$ cat src/rtl/uart_rx_9x8_pkg.sv
// Shared types and constants for the 8N1 UART receiver.
package uart_rx_9x8_pkg;

  localparam int C_NDATA = 8;

  typedef enum logic [2:0] {
    IDLE,
    START,
    DATA,
    STOP,
    WAIT_HIGH
  } state_t;

  // Width of the baud counter for a given bit period in clock cycles.
  function automatic int cnt_width(input int baud_clocks);
    return $clog2(baud_clocks);
  endfunction

endpackage

$ cat src/rtl/uart_rx_9x8_sync.sv
// Multi-stage synchroniser for an asynchronous input; resets to the idle-high level.
module uart_rx_9x8_sync #(
  parameter int G_SYNC_STAGES = 2
) (
  input  logic i_clk,
  input  logic i_rst,
  input  logic i_async,
  output logic o_sync
);

  logic [G_SYNC_STAGES-1:0] sync_q;

  // NOTE: clocked state always uses non-blocking (<=) so every stage samples the pre-edge value.
  always_ff @(posedge i_clk or negedge i_rst) begin
    if (!i_rst) begin
      sync_q <= '1;
    end else begin
      sync_q <= {sync_q[G_SYNC_STAGES-2:0], i_async};
    end
  end

  assign o_sync = sync_q[G_SYNC_STAGES-1];

endmodule

$ cat src/rtl/uart_rx_9x8.sv
// 8N1 UART receiver: mid-bit sampling, byte holding register with valid/read
// handshake, framing-error and overrun pulses.
module uart_rx_9x8
  import uart_rx_9x8_pkg::*;
#(
  parameter int G_BAUD_CLOCKS = 868,
  parameter int G_SYNC_STAGES = 2,
  parameter int G_NSTOP       = 1
) (
  input  logic       i_clk,
  input  logic       i_rst,
  input  logic       i_UART_Rx,
  input  logic       i_rd,
  output logic [7:0] o_data,
  output logic       o_valid,
  output logic       o_framing_err,
  output logic       o_overrun
);

  localparam int CW = cnt_width(G_BAUD_CLOCKS);
  localparam logic [CW-1:0] C_HALF = CW'(G_BAUD_CLOCKS / 2 - 1);
  localparam logic [CW-1:0] C_FULL = CW'(G_BAUD_CLOCKS - 1);

  logic          rx_s;
  state_t        state_q, state_d;
  logic [CW-1:0] cnt_q, cnt_d;
  logic [2:0]    bit_idx_q, bit_idx_d;
  logic [7:0]    shift_q, shift_d;
  logic          stop_cnt_q, stop_cnt_d;
  logic          deliver;
  logic          framing_err;

  uart_rx_9x8_sync #(
    .G_SYNC_STAGES(G_SYNC_STAGES)
  ) u_sync (
    .i_clk  (i_clk),
    .i_rst  (i_rst),
    .i_async(i_UART_Rx),
    .o_sync (rx_s)
  );

  always_ff @(posedge i_clk or negedge i_rst) begin
    if (!i_rst) begin
      state_q    <= IDLE;
      cnt_q      <= '0;
      bit_idx_q  <= '0;
      shift_q    <= '0;
      stop_cnt_q <= 1'b0;
    end else begin
      state_q    <= state_d;
      cnt_q      <= cnt_d;
      bit_idx_q  <= bit_idx_d;
      shift_q    <= shift_d;
      stop_cnt_q <= stop_cnt_d;
    end
  end

  // NOTE: every output of this block gets a default first, so no path can infer a latch.
  always_comb begin
    state_d     = state_q;
    cnt_d       = cnt_q;
    bit_idx_d   = bit_idx_q;
    shift_d     = shift_q;
    stop_cnt_d  = stop_cnt_q;
    deliver     = 1'b0;
    framing_err = 1'b0;

    unique case (state_q)
      IDLE: begin
        if (!rx_s) begin
          state_d = START;
          cnt_d   = C_HALF;
        end
      end
      START: begin
        if (cnt_q != '0) begin
          cnt_d = cnt_q - 1'b1;
        end else if (rx_s) begin
          state_d = IDLE;  // line went high again before mid-bit: a glitch
        end else begin
          state_d   = DATA;
          cnt_d     = C_FULL;
          bit_idx_d = '0;
        end
      end
      DATA: begin
        if (cnt_q != '0) begin
          cnt_d = cnt_q - 1'b1;
        end else begin
          shift_d   = {rx_s, shift_q[7:1]};
          cnt_d     = C_FULL;
          bit_idx_d = bit_idx_q + 3'd1;
          if (bit_idx_q == 3'(C_NDATA - 1)) begin
            state_d    = STOP;
            stop_cnt_d = 1'b0;
          end
        end
      end
      STOP: begin
        if (cnt_q != '0) begin
          cnt_d = cnt_q - 1'b1;
        end else if (!rx_s) begin
          framing_err = 1'b1;
          state_d     = WAIT_HIGH;
        end else if (stop_cnt_q == 1'(G_NSTOP - 1)) begin
          deliver = 1'b1;
          state_d = IDLE;
        end else begin
          stop_cnt_d = stop_cnt_q + 1'b1;
          cnt_d      = C_FULL;
        end
      end
      WAIT_HIGH: begin
        // A break holds the line low; wait it out so it reports only once.
        if (rx_s) state_d = IDLE;
      end
      default: state_d = IDLE;
    endcase
  end

  // Holding register: a delivery wins over a read issued in the same cycle.
  always_ff @(posedge i_clk or negedge i_rst) begin
    if (!i_rst) begin
      o_data        <= '0;
      o_valid       <= 1'b0;
      o_framing_err <= 1'b0;
      o_overrun     <= 1'b0;
    end else begin
      o_framing_err <= framing_err;
      o_overrun     <= deliver && o_valid && !i_rd;
      if (deliver) begin
        o_data  <= shift_q;
        o_valid <= 1'b1;
      end else if (i_rd) begin
        o_valid <= 1'b0;
      end
    end
  end

endmodule

$ cat config.mk
export PLATFORM = sky130hd
export DESIGN_NAME = uart_rx_9x8
export DESIGN_NICKNAME = d
export VERILOG_FILES = /design/src/rtl/uart_rx_9x8_pkg.sv /design/src/rtl/uart_rx_9x8_sync.sv /design/src/rtl/uart_rx_9x8.sv
export SDC_FILE = /design/constraint.sdc
export NUM_CORES = 1
export LEC_CHECK = 0
export ABC_CLOCK_PERIOD_IN_PS = 2400
export CORE_MARGIN = 5
export CORE_UTILIZATION = 55
export DETAILED_ROUTE_END_ITERATION = 16
export DONT_BUFFER_PORTS = 1
export PLACE_DENSITY = 0.68
export SLEW_MARGIN = 20
export SYNTH_ARGS = -nofsm -noshare
export SYNTH_HDL_FRONTEND = slang
export SYNTH_HIERARCHICAL = 1
export SYNTH_SLANG_ARGS = --single-unit
export TNS_END_PERCENT = 10
$ cat constraint.sdc
create_clock -name i_clk -period 2.4 [get_ports i_clk]
set_input_delay 0.24 -clock i_clk [delete_from_list [all_inputs] [get_ports i_clk]]
set_output_delay 0.24 -clock i_clk [all_outputs]
set_load 0.02 [all_outputs]
# ---- Word level (Yosys, flattened, before mapping)
# Cells that the tools add are included.
dict set report totals {
  ff_bits 38
  inputBits 4
  out_inout_bits 11
  word_cells 82
}
dict set report op_classes {
  add_sub_neg 3
  eq_ne 17
  mux 37
  bitwise 1
  n_reduce_logical 14
}
# operator n
set op_table {}
lappend op_table {{$mux W10} 7}
lappend op_table {{$pmux W10 S4} 1}
lappend op_table {{$mux W3} 11}
lappend op_table {{$pmux W3 S5} 1}
lappend op_table {{$mux W1} 14}
lappend op_table {{$ne A2 B2 Y1 const B} 6}
lappend op_table {{$reduce_and A5 Y1} 2}
lappend op_table {{$reduce_bool A10 Y1} 1}
lappend op_table {{$sub A10 B1 Y10 const B} 1}
lappend op_table {{$ne A3 B3 Y1 const B} 3}
lappend op_table {{$reduce_and A7 Y1} 1}
lappend op_table {{$eq A3 B2 Y1 const B} 2}
lappend op_table {{$eq A3 B3 Y1 const B} 2}
lappend op_table {{$pmux W3 S2} 1}
lappend op_table {{$reduce_bool A2 Y1} 3}
lappend op_table {{$ne A2 B1 Y1 const B} 2}
lappend op_table {{$reduce_and A4 Y1} 1}
lappend op_table {{$reduce_bool A4 Y1} 1}
lappend op_table {{$add A3 B1 Y3 const B} 1}
lappend op_table {{$eq A3 B1 Y1 const B} 1}
lappend op_table {{$logic_not A3 Y1} 1}
lappend op_table {{$ne A3 B2 Y1 const B} 1}
lappend op_table {{$logic_and A1 B1 Y1} 2}
lappend op_table {{$mux W2} 1}
lappend op_table {{5 further kinds} 5}

# ---- Longest topological paths before layout
# Gate-level depths: netlist of the first run.
dict set report depth {
  word_depth 6
  mapped_depth 7
  mapped_depth_nobuf 6
}

# ---- By module
# Netlist of the first run, hierarchy kept.
# module n_inst cells_each area_each_um2 seq_area_each_um2
set modules_own_cells {}
lappend modules_own_cells {uart_rx_9x8 1 142 1697.9 875.8}
lappend modules_own_cells {uart_rx_9x8_sync 1 2 52.6 52.6}

# ---- Worst setup path before layout of the first run
# Ideal clock, no wire load.
dict set report synth_timing {
  kind {flip-flop to flip-flop}
  from {reg cnt_q[0]}
  to {reg o_data[0]}
  setup_ps 125
  arrival_time_ps 1884
  setup_slack_ps 391
  stages_incl_launch_ff 8
  path_buffers 1
  cell_sequence {dfrtp_1 inv_1 ha_1 nor3b_4 nand3_4 or3_1 buf_6 mux2_4}
}
dict set report synth_via {
  elab_chain_len 3
}
# item line_no
set synth_rtl {}
lappend synth_rtl {{start, declared} uart_rx_9x8.sv:26} ;# logic [CW-1:0] cnt_q, cnt_d;
lappend synth_rtl {{start signal, assigned} uart_rx_9x8.sv:51} ;# cnt_q <= cnt_d;
lappend synth_rtl {{$reduce_bool A10 Y1} uart_rx_9x8.sv:100} ;# if (cnt_q != '0) begin
lappend synth_rtl {{$mux W1} uart_rx_9x8.sv:100}
lappend synth_rtl {{$mux W1} uart_rx_9x8.sv:68} ;# unique case (state_q)
lappend synth_rtl {{end signal, assigned} uart_rx_9x8.sv:132} ;# o_data <= shift_q;
lappend synth_rtl {{end, declared} uart_rx_9x8.sv:14} ;# output logic [7:0] o_data,
# Every way passes these cells.
# A chain may end at the register's enable or synchronous reset.

# ---- Worst setup path after layout of the first run
dict set report layout_timing {
  from {reg cnt_q[0]}
  to {reg o_data[7]}
}
# The elaborated chain is that of the path after synthesis.

==> summary.md, run 1 <==
| Metric | Value |
|---|---|
| Syn. warnings | `6` |
| Kind of cell adding the most delay to the critical path | `simple AND/OR/NAND/NOR gates` |
| Number of clock sinks | `37` |
| Total vias in the final route | `approximately 1,100` |
| CTS tree | `yes` |
| Maxcap violations | `0` |
| Portion of synthesized cell area occupied by the leading cell type | `50.0%` |
| CTS buffer count | `5` |
| Starting DRC count in detailed routing | `between 60 and 70` |
| Syn Inst Count | `between 100 and 150` |
| Final-layout setup total negative slack | `0 ns` |
| Vertical extent of the die | `roughly 66 um` |
| Clock latency on the worst-skew pair | `0.35 ns` |
| Unrepaired setup endpoints after global routing | `no` |
| Final max-slew violation count | `0` |
| Antenna cell count | `0` |
| Average footprint of a synthesized cell | `12.2 um^2` |
| Count of unique library cells instantiated by Yosys | `40` |
| Final setup viols | `0` |
| Port-buffer cells | `0` |
| Critical path type | `flop to flop` |
| Final HPWL DP | `approximately 2300 um` |
| Area overhead of the layout relative to synthesis | `9.86%` |
| Async set-reset flop share out of synthesis | `100%` |
| Non-Filler Cell Area, Final | `1920 um^2` |
| Overall die area | `approximately 4400 um^2` |
| Count of buffering cells on the critical path with inverters included | `1` |
| Root cell of the clock tree | `clkbuf_4` |
| Maximum level of the CTS H-tree | `2` |
| Final-layout fill cell count | `between 200 and 300` |
| Net count after synthesis | `roughly 150` |
| Routed wire length on met2 | `around 1600 um` |
| Last weighted congestion value of the routability-driven placer | `approximately 0.83` |
| Post-CTS setup-driven buffer insertion count | `0` |
| Worst clock skew | `between 0.01 and 0.015 ns` |
| Worst-case clock buffer depth | `2` |
| Worst-path clk slew | `approximately 0.11 ns` |
| Number of top-level design ports | `15` |
| Drc violations | `0` |
| Final cell count without fillers | `approximately 200` |
| Wire length of the first global-routing pass | `5780 um` |
| Actual slew at the worst max-slew pin | `0.640 ns` |
| Post-Synthesis Cell Area | `about 1800 um^2` |
| Power density of the placed cells | `564 nW/um^2` |
| Worst path arrival time | `between 2 and 2.5 ns` |
| Drt via density | `~5.8` |
| Aggregate global-route resource usage | `between 10% and 20%` |
| Post-detailed-routing wire length | `~3200 um` |
| Crit. End Element | `flop` |
| Residual antenna-violating net count after detailed routing | `0` |
| Headroom to the max-slew limit | `a little under three fifths` |
| Starting density of the core | `57.3%` |
| Post-detailed-placement cell area | `approximately 1800 um^2` |
| Antenna violations before repair | `0` |
| Crit path max fanout | `10` |
| Largest area contributor in the netlist | `dfrtp_1` |
| Hold Vio Cnt, Final | `0` |
| Vias in the first global route | `approximately 1,200` |
| Fraction of layout cells with a size suffix above 1 | `about a quarter` |
| Number of enable-type register cells in the synthesized netlist | `0` |
| Slowest cell delay on critical path | `0.61 ns` |
| Worst Path Required | `2.65 ns` |
| Number of placement rows | `20` |
| Routed length on met1 | `1430 um` |
| Die width | `~66 um` |
| Final period demand of the worst path | `around 2.2 ns` |
| Worst-case vdd ir drop | `~420 uV` |
| Worst path cell trace | `inv_1 -> ha_1 -> nor3b_4 -> nand3_4 -> or3_1 -> mux2_4` |
| Fraction of the yosys area taken by sequential cells | `around 53%` |
| Average wire per standard cell | `16.3 um` |
| Final net count | `between 150 and 200` |
| Standby leakage power | `0.000937 uW` |
| Type of the tightest min-delay check | `primary input to flop` |
| Leading cell types by total area after synthesis | `dfrtp_1 50%, mux2_4 6.9%, mux2_2 5.8%` |
| Maximum achievable frequency | `0.452 GHz` |
| # placed instances | `around 190` |
| Top Metal Used | `met4` |
| Critical path launch point type | `flop` |
| Number of synthesized register bits | `37` |
| Run status | `complete, no violations` |
| Top_reg_cell synth | `dfrtp_1` |
| Core Area | `3050 um^2` |
| Max stage delay cell, worst path | `or3_1` |
| Post-route fraction of the period consumed by the critical path | `92.2%` |
| Maximum number of pins on one net before global-route repair | `38` |
| Overflow left after global routing | `0` |
| Total met3 wirelength after detailed routing | `163 um` |
| First-pass iteration count of the detailed router | `4` |
-- Yosys cell counts, types with 2 or more instances --
library cell,number
a31oi_1,7
nor2_1,6
or3_1,3
o21ai_0,2
a211oi_1,2
nor4b_1,2
nor4_1,2
and2_1,2
nand2_1,9
a21o_1,2
mux2_4,8
a21oi_1,7
o31ai_1,2
nand2b_1,3
nor3_1,3
buf_2,2
ha_1,3
inv_1,4
a22o_1,3
nand3_1,3
mux2i_1,3
clkbuf_1,3
dfstp_2,2
mux2_2,9
dfrtp_1,35
nand3b_1,3
-- where the power goes --
| group | switching, uW | internal (uW) |
|---|---|---|
| Combinational | 13.8 | 6.95 |
| Clock | 215 | 222 |
| Sequential | 1.56 | 626 |
-- cells by family (layout without fill, tap and decap cells) --
kind of cell	count (synthesis)	count (layout)	share of synthesized area (%)
adders and majority gates	3	3	2.14
buffers and inverters	11	20	3.14
DFF	37	37	53.0
AOI/OAI and AO/OA	30	30	11.4
muxes	20	20	14.4
and+or+nand+nor	43	43	15.9
-- routing by layer --
| layer | global-route usage, % | vias up |
|---|---|---|
| li1 | - | 542 |
| met1 | 22.4 | 574 |
| met2 | 28.4 | 22 |
| met3 | 6.12 | 8 |
| met4 | 6.09 | 0 |
| met5 | 0 | - |
-- worst reg2reg max path, cell delays in order, from the launching register on --
cell,delay [ns]
dfrtp_1,0.41
inv_1,0.10
ha_1,0.22
nor3b_4,0.26
nand3_4,0.13
or3_1,0.61
mux2_4,0.38
-- layout by cell type (no fill, tap or decap), types with 3 or more instances in the layout --
cell,instances
nand3_1,3
clkbuf_4,5
mux2_2,9
nand2b_1,3
a31oi_1,7
inv_1,4
nor3_1,3
a21oi_1,7
nand3b_1,3
nor2_1,6
buf_4,5
or3_1,3
mux2_4,8
ha_1,3
dfrtp_1,35
a22o_1,3
nand2_1,9
mux2i_1,3
-- through the flow --
stage               setup WS, ns  hold WS, ns  power (uW)  utilization, %
floorplan                  0.391      -0.0556         642               -
global placement           0.283      -0.0547         643            59.1
detailed placement         0.198      -0.0547         643            59.1
CTS                        0.197       0.0527        1090            63.0
global route              0.0829       0.0711        1120            63.0
finish                     0.187       0.0628        1080            63.0
-- layout make-up --
| class | count | area (um^2) | area share (%) |
|---|---|---|---|
| Clock inverter | 2 | 38.8 | 2.02 |
| Timing Repair Buffer | 8 | 77.6 | 4.03 |
| Clock buffer | 6 | 41.3 | 2.15 |
| Multi-Input combinational cell | 96 | 767 | 39.9 |
| Inverter | 4 | 15.0 | 0.781 |
| Sequential cell | 37 | 928 | 48.3 |
| Tap cell | 44 | 55.1 | 2.86 |
-- registers in the layout (all words and copies together), names as in the netlist --
name           count
cnt_q             10
o_data             8
shift_q            8
bit_idx_q          3
state_q            3
u_sync/sync_q      2
o_framing_err      1
o_overrun          1
o_valid            1
-- repair_timing --
item / in CTS / in global routing
gates resized for setup: 0 / 0
hold buffers: 3 / 0
hold endpoints to repair: 38 / 0
-- worst paths after layout --
path | from | end | slack (ns) | depth (start not counted)
worst max-delay path | cnt_q[0] | o_data[7] | 0.19 | 6
worst min-delay path | i_rd | o_overrun | 0.06 | 2
worst max register to register | cnt_q[0] | o_data[7] | 0.19 | 6
worst min register to register | u_sync/sync_q[0] | u_sync/sync_q[1] | 0.36 | 0
max in group asynchronous | i_rst | u_sync/sync_q[1] | 1.82 | 2
min in group asynchronous | i_rst | bit_idx_q[2] | 0.32 | 2
(Power assumes the default switching activity.)
==> run 2: changes to the inputs <==
--- a/config.mk
+++ b/config.mk
@@ -6,6 +6,7 @@
 export NUM_CORES = 1
 export LEC_CHECK = 0
 export ABC_CLOCK_PERIOD_IN_PS = 2400
+export CAP_MARGIN = 0
 export CORE_MARGIN = 5
 export CORE_UTILIZATION = 55
 export DETAILED_ROUTE_END_ITERATION = 16
==> results of run 2 <==
The final DEF is identical to that of run 1; final timing and power are the same.
